--- config.mk ---
export PLATFORM = sky130hd
export DESIGN_NAME = reg_file_scoreboard
export DESIGN_NICKNAME = d
export VERILOG_FILES = /design/src/rtl/reg_file_scoreboard.sv
export SDC_FILE = /design/constraint.sdc
export NUM_CORES = 2
export LEC_CHECK = 0
export BUFFER_PORTS_ARGS = -buffer_cell sky130_fd_sc_hd__buf_4
export CORE_MARGIN = 1.5
export CORE_UTILIZATION = 60
export DETAILED_ROUTE_END_ITERATION = 10
export PLACE_DENSITY = 0.79
export SETUP_SLACK_MARGIN = 0.02
export SYNTH_ARGS = -nofsm -noshare
export SYNTH_HDL_FRONTEND = slang
export SYNTH_SLANG_ARGS = --single-unit
--- constraint.sdc ---
create_clock -name clk -period 70.2 [get_ports clk]
set_input_delay 7.02 -clock clk [delete_from_list [all_inputs] [get_ports clk]]
set_output_delay 7.02 -clock clk [all_outputs]
set_load 0.05 [all_outputs]
--- src/rtl/reg_file_scoreboard.sv ---
`default_nettype none
// ============================================================================
// Module   : reg_file_scoreboard
// Brief    : Architectural register file with two combinational read ports
//            and a per-register pending-write scoreboard for RAW stalls.
//            Optional same-cycle write-through, enabled by defining the
//            macro REGFILE_BYPASS_EN.
// Revision : 1.0 - initial release
// ============================================================================
module reg_file_scoreboard #(
  parameter int DATA_W = 32,
  parameter int ADDR_W = 5,
  parameter int CNT_W  = 2
) (
  input  logic              clk,
  input  logic              rst,
  input  logic              wb_valid,
  input  logic              wb_we,
  input  logic [ADDR_W-1:0] wb_addr,
  input  logic [DATA_W-1:0] wb_data,
  input  logic              iss_valid,
  input  logic              iss_we,
  input  logic [ADDR_W-1:0] iss_dest,
  input  logic [ADDR_W-1:0] rs_addr,
  input  logic [ADDR_W-1:0] rt_addr,
  output logic [DATA_W-1:0] rs_data,
  output logic [DATA_W-1:0] rt_data,
  output logic              src_stall,
  output logic              dest_full,
  output logic              err_underflow
);

  localparam int               NREGS   = 2**ADDR_W;
  localparam logic [CNT_W-1:0] CNT_MAX = {CNT_W{1'b1}};
  localparam logic [CNT_W-1:0] CNT_ONE = CNT_W'(1);

  // Entry 0 is reset to zero and never written; reads of r0 are forced to
  // zero anyway so its contents never matter.
  logic [DATA_W-1:0] regs_q [NREGS];
  logic [CNT_W-1:0]  cnt_q  [NREGS];
  logic [CNT_W-1:0]  cnt_d  [NREGS];
  logic              err_q;

  logic w_commit;
  logic w_inc;
  logic w_same;
  logic w_underflow;
  logic w_rs_pend;
  logic w_rt_pend;

  // Write-back commit, issue increment and their interaction
  always_comb begin
    w_commit    = wb_valid && wb_we && (wb_addr != '0);
    dest_full   = iss_we && (iss_dest != '0) && (cnt_q[iss_dest] == CNT_MAX);
    w_inc       = iss_valid && iss_we && (iss_dest != '0) && !dest_full;
    // A balanced inc/dec on one register cancels and can never underflow
    w_same      = w_inc && w_commit && (iss_dest == wb_addr);
    w_underflow = w_commit && !w_same && (cnt_q[wb_addr] == '0);
  end

  // Next-state of every pending-write counter; r0 never matches inc/dec
  always_comb begin
    for (int i = 0; i < NREGS; i++) begin
      cnt_d[i] = cnt_q[i];
      if (w_inc && (iss_dest == ADDR_W'(i)) &&
          !(w_commit && (wb_addr == ADDR_W'(i)))) begin
        cnt_d[i] = cnt_q[i] + CNT_ONE;
      end else if (w_commit && (wb_addr == ADDR_W'(i)) &&
                   !(w_inc && (iss_dest == ADDR_W'(i))) &&
                   (cnt_q[i] != '0)) begin
        cnt_d[i] = cnt_q[i] - CNT_ONE;
      end
    end
  end

  // Register storage: commit write-back data on the clock edge
  always_ff @(posedge clk or posedge rst) begin
    if (rst) begin
      for (int i = 0; i < NREGS; i++) regs_q[i] <= '0;
    end else if (w_commit) begin
      regs_q[wb_addr] <= wb_data;
    end
  end

  // Scoreboard counters
  always_ff @(posedge clk or posedge rst) begin
    if (rst) begin
      for (int i = 0; i < NREGS; i++) cnt_q[i] <= '0;
    end else begin
      for (int i = 0; i < NREGS; i++) cnt_q[i] <= cnt_d[i];
    end
  end

  // Sticky underflow flag, cleared only by reset
  always_ff @(posedge clk or posedge rst) begin
    if (rst) begin
      err_q <= 1'b0;
    end else if (w_underflow) begin
      err_q <= 1'b1;
    end
  end

  assign err_underflow = err_q;

`ifdef REGFILE_BYPASS_EN
  logic w_rs_byp;
  logic w_rt_byp;

  // Read ports with same-cycle write-through; a source whose last pending
  // write retires this cycle no longer needs to stall
  always_comb begin
    w_rs_byp  = w_commit && (wb_addr == rs_addr);
    w_rt_byp  = w_commit && (wb_addr == rt_addr);
    rs_data   = (rs_addr == '0) ? '0 : (w_rs_byp ? wb_data : regs_q[rs_addr]);
    rt_data   = (rt_addr == '0) ? '0 : (w_rt_byp ? wb_data : regs_q[rt_addr]);
    w_rs_pend = (rs_addr != '0) && (cnt_q[rs_addr] != '0) &&
                !(w_rs_byp && (cnt_q[rs_addr] == CNT_ONE));
    w_rt_pend = (rt_addr != '0) && (cnt_q[rt_addr] != '0) &&
                !(w_rt_byp && (cnt_q[rt_addr] == CNT_ONE));
    src_stall = w_rs_pend || w_rt_pend;
  end
`else
  // Read ports from storage only; stall purely from registered counters
  always_comb begin
    rs_data   = (rs_addr == '0) ? '0 : regs_q[rs_addr];
    rt_data   = (rt_addr == '0) ? '0 : regs_q[rt_addr];
    w_rs_pend = (rs_addr != '0) && (cnt_q[rs_addr] != '0);
    w_rt_pend = (rt_addr != '0) && (cnt_q[rt_addr] != '0);
    src_stall = w_rs_pend || w_rt_pend;
  end
`endif

endmodule
`default_nettype wire

==> impl_metrics.json <==
{
  "clock_latency_ps": 700,
  "remaining_drc_errors": 0,
  "io_pins": 125,
  "clockBufferDepth": 3,
  "rows": 115,
  "syn-cell-area_um2": 59300,
  "tns_ps": 0,
  "path_max_fanout": 79,
  "synth_cells": 4006,
  "grt_max_degree": 163,
  "hp-class": "reg2reg",
  "max-vdd-ir-drop_mv": 0.0212,
  "vias": 37800,
  "track_usage_pct": 34.3,
  "skew_ps": 9.91,
  "wl_um": 168000,
  "drive_above_1_share_pct": 50.7,
  "max_freq_mhz": 52.6,
  "routed.top_layer": "met5",
  "cts_root_buffer": "clkbuf_16",
  "path_common_cell": "buf_4",
  "path_cells": "buf_8 -> buf_4 -> buf_4 -> buf_4 -> mux4_2 -> mux4_2 -> mux2i_1 -> nor2_1 -> buf_4",
  "cp_top_family": "buffers and inverters",
  "cts_tree": "done",
  "antenna_left": 0,
  "relSlewSlack_pct": 21.4,
  "synth_edf_count": 0,
  "p_per_area_nw_per_um2": 26.7,
  "dr_wl_met3_um": 16000,
  "grt.overflow.total": 0,
  "wire_per_inst_um": 31.9,
  "cp_data_required_time_ps": 63180,
  "start_kind": "input port",
  "wl_met1_um": 63000,
  "grt_pass1_vias": 38900,
  "route.met2.wl_um": 80300,
  "ys.flop_type": "dfrtp_1",
  "grt_pass1_wl_um": 253000,
  "nets": 3943,
  "p_leak_uw": 0.0287,
  "ys_warn_count": 0,
  "rsz0062_at_grt": "false",
  "io_buffers": 124,
  "hold_violations": 0,
  "vias_per_cell": 7.17,
  "arrival_ps": 11980,
  "status": "finished, final reports clean",
  "stdcell_count": 5275,
  "start_util_pct": 60.4,
  "synth-seq-area-share_pct": 46.0,
  "die_h_um": 317,
  "synth.distinct_cells": 63,
  "endpoint_kind": "primary output",
  "numCtsBuffers": 113,
  "clk_pin_slew_ps": 60,
  "synth_seq_cells": 1089,
  "setup_violations": 0,
  "dieArea_um2": 101000,
  "max_stage_delay_ps": 910,
  "fin_crit_sh_pct": 27.1,
  "clock-sinks": 1089,
  "hpwl_um": 89200,
  "crit_type": "in2out",
  "maxCapViolations": 0,
  "finalMaxSlewViolations": 0,
  "critPathBufInv": 5,
  "syn_to_final_growth_pct": 9.50,
  "dr.first_iter.drc_count": 4057,
  "slowest_stage": "buf_4",
  "place_inst": 5057,
  "synth-async-reset-ratio_pct": 100,
  "worstMarginPinSlew_ps": 1180,
  "antenna_found_initial": 10,
  "avgSynthCellArea_um2": 14.8,
  "finalWeightedCongestion": 0.859,
  "die_x_um": 317,
  "synth_nets": 4064,
  "core_um2": 98100,
  "cts_max_level": 3,
  "postCtsSetupBuffers": 0,
  "cts_hold_buf": 0,
  "min_period_ps": 19000,
  "cts_resized": 0,
  "drt_first_pass_iters": 5
}
[layout by cell type, fill, tap and decap left out, types with 14 or more instances in the layout]
master     netlist  final
nand2_1        338    332
bufinv_16        0     14
nor2_4           0     21
xnor2_1         19     19
nand3_1         21     19
nor3_1          29     26
buf_4            0    176
mux2_2         901    901
o21ai_0         33     33
nor2_1         170    149
mux2i_1         73     73
mux4_2         679    679
dfrtp_1       1089   1089
clkbuf_16        0    114
clkinv_2         0     26
a21oi_1         47     47
clkbuf_8         0     23
[path summary, 6_finish.rpt]
| check | start | end | slack (ps) | cells after the start |
|---|---|---|---|---|
| worst min register to register | regs_q[996] | regs_q[996] | 390 | 0 |
| max in group asynchronous | rst | regs_q[718] | 60840 | 5 |
| worst max-delay path | rs_addr[0] | rs_data[9] | 51200 | 9 |
| worst min-delay path | regs_q[996] | regs_q[996] | 390 | 0 |
| min in group asynchronous | rst | cnt_q[50] | 6380 | 2 |
| worst max register to register | cnt_q[7] | cnt_q[6] | 67760 | 6 |
[synthesized netlist by cell type, types with 3 or more instances]
cell type | n | area share, %
o22a_1 | 9 | 0.13
and2_1 | 3 | 0.032
o21a_1 | 8 | 0.10
a211o_1 | 3 | 0.044
clkbuf_1 | 285 | 1.8
and3_1 | 9 | 0.095
or2_2 | 4 | 0.042
or4_1 | 3 | 0.038
mux2_2 | 901 | 17
nor2_1 | 170 | 1.1
nor2b_1 | 9 | 0.095
or3_1 | 6 | 0.063
nand2_1 | 338 | 2.1
nand4_1 | 3 | 0.032
a311oi_1 | 3 | 0.044
a2111oi_4 | 3 | 0.14
o21ai_1 | 5 | 0.042
mux2i_1 | 73 | 1.2
a21boi_0 | 10 | 0.13
nand3b_1 | 12 | 0.15
o31ai_1 | 4 | 0.051
o21bai_1 | 8 | 0.10
o21ai_0 | 33 | 0.28
o22ai_1 | 3 | 0.032
a21oi_1 | 47 | 0.40
buf_2 | 94 | 0.79
nand2b_1 | 9 | 0.095
a31oi_1 | 5 | 0.053
a22oi_1 | 8 | 0.10
dfrtp_1 | 1089 | 46
a2bb2oi_1 | 3 | 0.044
buf_1 | 42 | 0.27
nor3_1 | 29 | 0.24
a211oi_1 | 5 | 0.063
inv_1 | 13 | 0.082
nand3_1 | 21 | 0.18
mux4_2 | 679 | 26
xnor2_1 | 19 | 0.28
o211ai_1 | 7 | 0.089
[flip-flops by register name (all words and copies together) (netlist names)]
name,count
cnt_q,64
err_underflow,1
regs_q,1024
[area by class of cell]
class	instances	area, µm²
Antenna cell	5	12.5
Clock buffer	148	3210
Clock inverter	65	781
Fill cell	6675	33200
Inverter	16	70.1
Multi-Input combinational cell	2478	30400
Sequential cell	1089	27300
Tap cell	1287	1610
Timing Repair Buffer	187	1500
[cell families after synthesis]
| logic type | count (synthesis) | synth area share [%] |
|---|---|---|
| AO/OA/AOI/OAI | 176 | 2.03 |
| multiplexers | 1653 | 44.2 |
| XOR/XNOR | 21 | 0.310 |
| flip-flops | 1089 | 46.0 |
| AND/OR/NAND/NOR | 628 | 4.49 |
| buffers and inverters | 439 | 3.01 |
[layer usage]
metal / vias up / global-route usage (%)
met2: 2002 / 53.7
met3: 541 / 8.52
met4: 8 / 16.3
met5: - / 0
met1: 20200 / 45.6
li1: 15000 / -
[per-stage QoR]
stage	hold slack (ps)	instance area, µm²	util [%]	total power (µW)	setup WS, ps
6_report	394	64900	66.1	1730	51200
5_1_grt	409	64900	66.1	1800	50650
4_1_cts	397	64900	66.1	1740	51050
3_5_place_dp	382	60900	62.0	1100	51030
3_3_place_gp	377	60900	62.0	1080	51070
2_1_floorplan	441	59300	-	1010	32520
[where the power goes]
| part | internal, µW | switching (µW) | leakage, µW |
|---|---|---|---|
| Combinational | 175 | 148 | 0.0123 |
| Clock | 375 | 265 | 0.00195 |
| Sequential | 708 | 62.7 | 0.0145 |
(Power assumes the default switching activity.)
